File: src/rtl/draw_pkg.sv
// Shared types and constants for the framebuffer draw scheduler.
package draw_pkg;

    typedef enum logic [2:0] {
        IDLE   = 3'd0,
        CLEAR  = 3'd1,
        SNAKE  = 3'd2,
        FOOD   = 3'd3,
        FINISH = 3'd4
    } sched_state_t;

    localparam int   X_W_DEF     = 10;
    localparam int   Y_W_DEF     = 9;
    localparam logic COLOR_BLACK = 1'b0;
    localparam logic COLOR_WHITE = 1'b1;

    // Screen goes white on game over, black otherwise.
    function automatic logic clear_color(input logic dead);
        return dead ? COLOR_WHITE : COLOR_BLACK;
    endfunction

endpackage

File: src/rtl/draw_watchdog.sv
// Busy-time watchdog: counts enabled cycles since the last restart and flags
// the cycle in which the count reaches TIMEOUT-1.
module draw_watchdog #(
    parameter int TIMEOUT = 400000
) (
    input  logic clk,
    input  logic reset,
    input  logic restart,
    input  logic enable,
    output logic expired
);

    localparam int CNT_W = (TIMEOUT > 1) ? $clog2(TIMEOUT) : 1;
    localparam logic [CNT_W-1:0] LAST    = CNT_W'(TIMEOUT - 1);
    localparam logic [CNT_W-1:0] CNT_ONE = CNT_W'(1);

    logic [CNT_W-1:0] cnt_r;

    // Cycle counter, cleared on every state change and held once it hits the limit.
    always_ff @(posedge clk or posedge reset) begin
        if (reset) begin
            cnt_r <= '0;
        end else if (restart) begin
            cnt_r <= '0;
        end else if (enable && (cnt_r != LAST)) begin
            cnt_r <= cnt_r + CNT_ONE;
        end else begin
            cnt_r <= cnt_r;
        end
    end

    assign expired = enable && (cnt_r == LAST);

endmodule

File: src/rtl/draw_scheduler.sv
// Sequences clear/snake/food drawers for one game step and shares the single
// framebuffer write port between them.
module draw_scheduler
    import draw_pkg::*;
#(
    parameter int X_W     = X_W_DEF,
    parameter int Y_W     = Y_W_DEF,
    parameter int TIMEOUT = 400000,
    parameter int OVR_W   = 8
) (
    input  logic             clk,
    input  logic             reset,
    input  logic             frame_tick,
    input  logic             dead,
    output logic             clr_start,
    input  logic             clr_valid,
    input  logic [X_W-1:0]   clr_x,
    input  logic [Y_W-1:0]   clr_y,
    input  logic             clr_done,
    output logic             snk_start,
    input  logic             snk_valid,
    input  logic [X_W-1:0]   snk_x,
    input  logic [Y_W-1:0]   snk_y,
    input  logic             snk_color,
    input  logic             snk_done,
    output logic             food_start,
    input  logic             food_valid,
    input  logic [X_W-1:0]   food_x,
    input  logic [Y_W-1:0]   food_y,
    input  logic             food_color,
    input  logic             food_done,
    output logic [X_W-1:0]   x,
    output logic [Y_W-1:0]   y,
    output logic             pixel_color,
    output logic             pixel_write,
    output logic             busy,
    output logic             step_done,
    output logic             timeout_err,
    output logic [OVR_W-1:0] overrun_cnt
);

    localparam logic [OVR_W-1:0] OVR_MAX = '1;
    localparam logic [OVR_W-1:0] OVR_ONE = OVR_W'(1);

    sched_state_t     state_r, state_next_s;
    logic             clear_pending_r, tick_pending_r, dead_q_r;
    logic             clr_start_r, snk_start_r, food_start_r;
    logic             clr_start_next_s, snk_start_next_s, food_start_next_s;
    logic             launch_s, clr_ack_s, timeout_hit_s;
    logic             wd_expired_s, wd_enable_s, wd_restart_s;
    logic             timeout_err_r;
    logic [OVR_W-1:0] overrun_r;

    assign wd_enable_s  = (state_r == CLEAR) || (state_r == SNAKE) || (state_r == FOOD);
    assign wd_restart_s = (state_next_s != state_r);

    draw_watchdog #(.TIMEOUT(TIMEOUT)) u_watchdog (
        .clk     (clk),
        .reset   (reset),
        .restart (wd_restart_s),
        .enable  (wd_enable_s),
        .expired (wd_expired_s)
    );

    // State register and registered start pulses.
    always_ff @(posedge clk or posedge reset) begin
        if (reset) begin
            state_r      <= IDLE;
            clr_start_r  <= 1'b0;
            snk_start_r  <= 1'b0;
            food_start_r <= 1'b0;
        end else begin
            state_r      <= state_next_s;
            clr_start_r  <= clr_start_next_s;
            snk_start_r  <= snk_start_next_s;
            food_start_r <= food_start_next_s;
        end
    end

    // Next-state logic; a done always wins over a coincident watchdog expiry.
    always_comb begin
        state_next_s      = state_r;
        clr_start_next_s  = 1'b0;
        snk_start_next_s  = 1'b0;
        food_start_next_s = 1'b0;
        launch_s          = 1'b0;
        clr_ack_s         = 1'b0;
        timeout_hit_s     = 1'b0;
        case (state_r)
            IDLE: begin
                if (clear_pending_r) begin
                    state_next_s     = CLEAR;
                    clr_start_next_s = 1'b1;
                end else if ((frame_tick || tick_pending_r) && !dead) begin
                    state_next_s     = SNAKE;
                    snk_start_next_s = 1'b1;
                    launch_s         = 1'b1;
                end else begin
                    state_next_s = IDLE;
                end
            end
            CLEAR: begin
                if (clr_done) begin
                    state_next_s = IDLE;
                    clr_ack_s    = 1'b1;
                end else if (wd_expired_s) begin
                    state_next_s  = IDLE;
                    timeout_hit_s = 1'b1;
                end else begin
                    state_next_s = CLEAR;
                end
            end
            SNAKE: begin
                if (snk_done) begin
                    state_next_s      = FOOD;
                    food_start_next_s = 1'b1;
                end else if (wd_expired_s) begin
                    state_next_s  = IDLE;
                    timeout_hit_s = 1'b1;
                end else begin
                    state_next_s = SNAKE;
                end
            end
            FOOD: begin
                if (food_done) begin
                    state_next_s = FINISH;
                end else if (wd_expired_s) begin
                    state_next_s  = IDLE;
                    timeout_hit_s = 1'b1;
                end else begin
                    state_next_s = FOOD;
                end
            end
            FINISH:  state_next_s = IDLE;
            default: state_next_s = IDLE;
        endcase
    end

    // Pending clear/tick bookkeeping, overrun counter and sticky timeout flag.
    always_ff @(posedge clk or posedge reset) begin
        if (reset) begin
            clear_pending_r <= 1'b1;
            tick_pending_r  <= 1'b0;
            dead_q_r        <= 1'b0;
            overrun_r       <= '0;
            timeout_err_r   <= 1'b0;
        end else begin
            dead_q_r <= dead;
            if (dead != dead_q_r) begin
                clear_pending_r <= 1'b1;
            end else if (clr_ack_s) begin
                clear_pending_r <= 1'b0;
            end else begin
                clear_pending_r <= clear_pending_r;
            end
            // A tick coinciding with consumption of a pending tick re-queues.
            if (launch_s) begin
                tick_pending_r <= tick_pending_r && frame_tick;
            end else if (frame_tick && !dead) begin
                if (!tick_pending_r) begin
                    tick_pending_r <= 1'b1;
                end else if (overrun_r != OVR_MAX) begin
                    overrun_r <= overrun_r + OVR_ONE;
                end else begin
                    overrun_r <= overrun_r;
                end
            end else begin
                tick_pending_r <= tick_pending_r;
            end
            timeout_err_r <= timeout_err_r || timeout_hit_s;
        end
    end

    // Zero-latency write-port mux selected by the state register.
    always_comb begin
        x           = '0;
        y           = '0;
        pixel_color = COLOR_BLACK;
        pixel_write = 1'b0;
        case (state_r)
            CLEAR: begin
                x           = clr_x;
                y           = clr_y;
                pixel_color = clear_color(dead);
                pixel_write = clr_valid;
            end
            SNAKE: begin
                x           = snk_x;
                y           = snk_y;
                pixel_color = snk_color;
                pixel_write = snk_valid;
            end
            FOOD: begin
                x           = food_x;
                y           = food_y;
                pixel_color = food_color;
                pixel_write = food_valid;
            end
            default: begin
                x           = '0;
                y           = '0;
                pixel_color = COLOR_BLACK;
                pixel_write = 1'b0;
            end
        endcase
    end

    assign clr_start   = clr_start_r;
    assign snk_start   = snk_start_r;
    assign food_start  = food_start_r;
    assign busy        = (state_r != IDLE);
    assign step_done   = (state_r == FINISH);
    assign timeout_err = timeout_err_r;
    assign overrun_cnt = overrun_r;

endmodule

File: config.mk
export PLATFORM = sky130hd
export DESIGN_NAME = draw_scheduler
export DESIGN_NICKNAME = d
export VERILOG_FILES = /design/src/rtl/draw_pkg.sv /design/src/rtl/draw_watchdog.sv /design/src/rtl/draw_scheduler.sv
export SDC_FILE = /design/constraint.sdc
export NUM_CORES = 1
export LEC_CHECK = 0
export CORE_MARGIN = 4
export CORE_UTILIZATION = 39
export DETAILED_ROUTE_END_ITERATION = 10
export PLACE_DENSITY = 0.83
export RECOVER_POWER = 50
export SYNTH_ARGS = -nofsm -noshare
export SYNTH_HDL_FRONTEND = slang
export SYNTH_SLANG_ARGS = --single-unit
File: constraint.sdc
create_clock -name clk -period 2.7 [get_ports clk]
set_clock_uncertainty 0.1 [all_clocks]
set_input_delay 0.27 -clock clk [delete_from_list [all_inputs] [get_ports clk]]
set_output_delay 0.27 -clock clk [all_outputs]
set_load 0.01 [all_outputs]
## Word level (Yosys, flattened, before mapping)

Index checks and enable logic that the tools add are counted.
W data, S select, Z words.

| storage, ports and cells | value |
|---|---|
| register bits | 37 |
| bits of input ports | 69 |
| output and inout port bits | 35 |

| operators by class | value |
|---|---|
| add/subtract/negate cells | 2 |
| equal/unequal tests | 9 |
| multiplexer cells | 34 |
| bitwise logic cells | 1 |
| reduce and logical (&&, ||, !) cells | 16 |

Operator list:

| cell | number |
|---|---|
| $mux W19 | 2 |
| $pmux W10 S3 | 1 |
| $pmux W9 S3 | 1 |
| $mux W1 | 20 |
| $add A19 B1 Y19 const B | 1 |
| $eq A19 B19 Y1 const B | 1 |
| $ne A19 B19 Y1 const B | 1 |
| $pmux W3 S4 | 1 |
| $mux W2 | 5 |
| $pmux W1 S3 | 3 |
| $add A8 B1 Y8 const B | 1 |
| $ne A8 B8 Y1 const B | 1 |
| $eq A3 B2 Y1 const B | 2 |
| $reduce_bool A2 Y1 | 3 |
| $logic_and A1 B1 Y1 | 5 |
| $logic_or A1 B1 Y1 | 4 |
| $reduce_and A4 Y1 | 1 |
| $eq A3 B1 Y1 const B | 1 |
| $eq A3 B3 Y1 const B | 1 |
| $logic_not A3 Y1 | 1 |
| $mux W3 | 1 |
| $ne A3 B3 Y1 | 1 |
| $reduce_bool A3 Y1 | 1 |
| $logic_not A1 Y1 | 1 |
| other kinds (2) | 2 |

## Logic depth before layout (Yosys ltp)

| depth | value |
|---|---|
| word-level depth | 9 |
| gate-level depth with buffers | 7 |
| depth with buffers taken out | 6 |

## Hierarchy

From an unflattened synthesis, not the netlist that was laid out.

| unflattened totals | value |
|---|---|
| cells, all modules | 274 |
| area, all modules | 2434.8 um2 |

By module, submodules not included:

| module | instances | cells each | area each (um2) | seq. area each (um2) |
|---|---|---|---|---|
| draw_scheduler | 1 | 161 | 1386.3 | 451.7 |
| draw_watchdog | 1 | 113 | 1048.5 | 475.5 |

## Least setup slack after synthesis

OpenSTA, ideal clock, no wires.

| path | value |
|---|---|
| path kind | register to register |
| from | register u_watchdog.cnt_r[14] |
| to | register u_watchdog.cnt_r[14] |
| library setup time | 0.119 ns |
| data arrival time | 2.459 ns |
| data required time | 2.481 ns |
| setup slack | 0.022 ns |
| cell stages (with the launch flop) | 8 |
| clock period less this slack | 2.678 ns |
| cells stage by stage | dfrtp_1 -> or4b_1 -> or4_1 -> buf_2 -> o41a_1 -> o22ai_4 -> buf_8 -> nor2_2 |

| between the ends | value |
|---|---|
| longest elaborated chain between the ends | 7 |
| elaborated cells on any way between the ends | 16 |

Ends and longest elaborated chain:

| what | line | source |
|---|---|---|
| from (decl) | draw_watchdog.sv:17 | `logic [CNT_W-1:0] cnt_r;` |
| from (signal assigned) | draw_watchdog.sv:26 | `cnt_r <= cnt_r + CNT_ONE;` |
| from (signal assigned) | draw_watchdog.sv:28 | `cnt_r <= cnt_r;` |
| $eq A19 B19 Y1 | draw_watchdog.sv:32 | `assign expired = enable && (cnt_r == LAST);` |
| $logic_and A1 B1 Y1 | draw_watchdog.sv:32 |  |
| $mux W2, or another cell as far along | draw_scheduler.sv:127 | `end else if (wd_expired_s) begin` |
| $mux W3, or another cell as far along | draw_scheduler.sv:125 | `if (food_done) begin` |
| $pmux W3 S4 | draw_scheduler.sv:89 | `case (state_r)` |
| $ne A3 B3 Y1 | draw_scheduler.sv:55 | `assign wd_restart_s = (state_next_s != state_r);` |
| $mux W19 / $reduce_bool A2 Y1 (equally long branches) | -- |  |

Several ways; a longest one is shown, not always the timed one. The select of a mux whose other input is x is not followed.
A chain may end at the register's enable or synchronous reset.

## Worst setup path after layout

| path | value |
|---|---|
| from | register u_watchdog.cnt_r[14] |
| to | register u_watchdog.cnt_r[6] |

The elaborated chain is that of the path after synthesis.

==> results.ini <==
[global_route]
grt_pass1_vias=2492
antenna_found_initial=0
grt_pass1_wl_um=11400
grt_start_max_net_pins=38
grt-ovfl-total=0
grtUsageTotal_pct=19.1

[worst_setup_path]
cp-start-kind=flip-flop
cp-end-kind=flip-flop
critical_path.reg2reg.endpoint=u_watchdog.cnt_r[6]
critical_path_peak_fanout=9
crit_slowest_cell=or4_1
reg2reg_from=u_watchdog.cnt_r[14]
critPathKind=reg2reg
rrSetupSlack_ns=0.02
critical_path.top_delay_family=simple AND/OR/NAND/NOR gates
crit_path_cell_trace=or4b_1 > or4_1 > o41a_1 > o22ai_4 > clkbuf_16 > nor2_2
arrival_ns=2.75
max_stage_delay_ns=0.61
rr_worst_depth=6
timing.critical_path.buf_inv=1
crit_required_ns=2.78

[pwr]
power_frac_comb_pct=58.7
ir_drop_uv=463
internal_power_uw=1910
switchingPower_uw=1130
leakagePower_uw=0.00155
p_seq_share_pct=25.9
switching_share_pct=37.2
clockPowerShare_pct=15.4
fin_total_pwr_uw=3040
powerDensity_nw_per_um2=813

[drt]
via_per_inst=5.38
vias=2426
finalWirelength_um=6960
firstDrtPassIters=4
post-route-drc-count=0
drt_iter0_drc=112
ant_nets=0
wl_per_cell_um=15.4

[finish]
n_antenna_cell=0
fin_nets=446
layout-drive-gt1-share_pct=16.0
syn_to_final_growth_pct=55.9
final_cells=451

[timing]
min_period_ns=2.68
slew_viol_final=0
setup_viol=0
worst_slew_pin_slew_ns=0.890
final_hold_viol_count=0
slew-limit-headroom_pct=40.7
worst_slack_ns=0.0240
fmax_mhz=374
tns_ns=0
post-route-period-util_pct=99.1

[die]
die_area_um2=7460
dieHeight_um=86.4
pin_count=104
die_w_um=86.4
start_util_pct=40.3
coreArea_um2=5960
row_count=28

[placement]
dpl.cell_count=442
hpwl_um=5380
io_buffers=103
post-place-ws_ns=0.0602
place_congestion=0.831

[clock_network]
cts_buffers=5
clk_latency_ns=0.29
path_clk_slew_ns=0.07
cts.path.max_buffers=2
cts_tree=yes
h-tree-depth=2
cts.hold.buffers_added=0
root_buffer=clkbuf_8
cts.sinks=37

[synthesis]
yosysTopAreaCell=dfrtp_1
syn-num-nets=333
yosysWarnings=0
synth-edff-count=0
avgSynthCellArea_um2=9.15
ys_types=40
synthCells=262
synth.cell_area_um2=2400
synth_area_leaders=dfrtp_1 38%, mux2_2 10%, a22oi_1 6.6%, nor2_1 5.9%, xor2_1 4.7%
synth.top_cell.area_share_pct=37.6
synthFlopType=dfrtp_1
ys_ff_latch=37
ys_seq_area_share_pct=38.7
async_flop_share_pct=100

[worst_hold_path]
min_path_cells=1
hp-start=timeout_err
hp-class=reg2reg
holdPathEnd=timeout_err

[outcome]
status=finished clean

[run]
max_cap_violations=0

-- synth_stat cells, types with 3 or more instances --
cell type / number
inv_1: 7
a21oi_1: 4
xnor2_1: 9
nor3_1: 6
clkbuf_1: 11
a22oi_1: 21
nand3_1: 7
nand2b_1: 4
buf_1: 3
mux2_2: 22
nand4_1: 11
o21ai_0: 10
o211ai_1: 4
nand2_1: 11
nor4_1: 5
and3_1: 3
and4_1: 3
dfrtp_1: 36
nor2_2: 10
xor2_1: 13
nor2_1: 38
-- metrics by stage --
| step | hold slack [ns] | util (%) | area, µm² |
|---|---|---|---|
| after floorplan | 0.201 | - | 2400 |
| after global placement | 0.355 | 60.6 | 3610 |
| after detailed placement | 0.356 | 60.6 | 3610 |
| after CTS | 0.298 | 62.4 | 3720 |
| after global routing | 0.409 | 62.8 | 3740 |
| final | 0.371 | 62.8 | 3740 |
-- area by class of cell --
cell class / instances / area, µm²
fillers: 516 / 2220
multi-input cells: 202 / 1370
repair buffers: 122 / 1210
flip-flops and latches: 37 / 928
well taps: 75 / 93.8
clock buffers: 6 / 72.6
clock inverters: 2 / 35.0
inverters: 7 / 26.3
-- layer usage --
| layer | wire, µm | global-route usage (%) | part of all wire (%) | vias to the layer above |
|---|---|---|---|---|
| met4 | 217 | 6.94 | 3.1 | 0 |
| met2 | 3570 | 32.4 | 51 | 90 |
| met5 | 0 | 0 | 0 | - |
| li1 | - | - | - | 1175 |
| met3 | 477 | 6.18 | 6.9 | 19 |
| met1 | 2700 | 22.5 | 39 | 1142 |
-- worst max-delay path by stage --
| stage | start | endpoint | slack, ns | cells past startpoint |
|---|---|---|---|---|
| floorplan | u_watchdog.cnt_r[14] | u_watchdog.cnt_r[14] | 0.02 | 7 |
| global placement | u_watchdog.cnt_r[13] | u_watchdog.cnt_r[2] | 0.10 | 6 |
| detailed placement | u_watchdog.cnt_r[14] | u_watchdog.cnt_r[2] | 0.06 | 6 |
| CTS | u_watchdog.cnt_r[14] | u_watchdog.cnt_r[2] | 0.05 | 6 |
| global route | u_watchdog.cnt_r[14] | u_watchdog.cnt_r[6] | -0.02 | 6 |
| finish | u_watchdog.cnt_r[14] | u_watchdog.cnt_r[6] | 0.02 | 6 |
-- cell usage in the layout, fill, tap and decap left out, types with 9 or more instances in the layout --
cell,netlist,layout
nor2_2,10,10
xor2_1,13,13
a22oi_1,21,21
nor2_1,38,38
o21ai_0,10,10
nand4_1,11,11
clkdlybuf4s50_1,0,93
nand2_1,11,11
mux2_2,22,22
dlygate4sd3_1,0,10
xnor2_1,9,9
buf_4,0,14
dfrtp_1,36,35
-- logic make-up after synthesis --
logic type | Yosys count | synth area share [%]
AND/OR/NAND/NOR | 107 | 23.1
AO/OA/AOI/OAI | 48 | 14.3
flip-flops | 37 | 38.7
buffers and inverters | 23 | 4.12
multiplexers | 23 | 10.8
XOR/XNOR | 22 | 8.04
adder cells (fa/ha/maj) | 2 | 1.04
-- repair_timing --
action | in CTS | in global routing
buffers inserted | 0 | 0
endpoints found under the setup margin | 0 | 29
gates resized for setup | 0 | 1
hold endpoints to repair | 0 | 0
-- sequential cells by signal, summed over array words and instances, names as in the netlist --
signal / flops
food_start: 1
state_r: 3
tick_pending_r: 1
clear_pending_r: 1
timeout_err: 1
snk_start: 1
overrun_cnt: 8
dead_q_r: 1
clr_start: 1
u_watchdog.cnt_r: 19
-- power groups by stage --
stage | Clock, µW | Sequential [µW] | Combinational (µW)
2_1_floorplan | 0 | 747 | 943
3_3_place_gp | 0 | 790 | 1710
3_5_place_dp | 0 | 797 | 1750
4_1_cts | 478 | 786 | 1750
5_1_grt | 505 | 807 | 1940
6_report | 468 | 786 | 1780
-- worst reg2reg max path: stages (launching register included) --
cell       delay [ns]
dfrtp_1          0.40
or4b_1           0.52
or4_1            0.61
o41a_1           0.49
o22ai_4          0.19
clkbuf_16        0.21
nor2_2           0.04
Power figures use the tool's default switching activity.
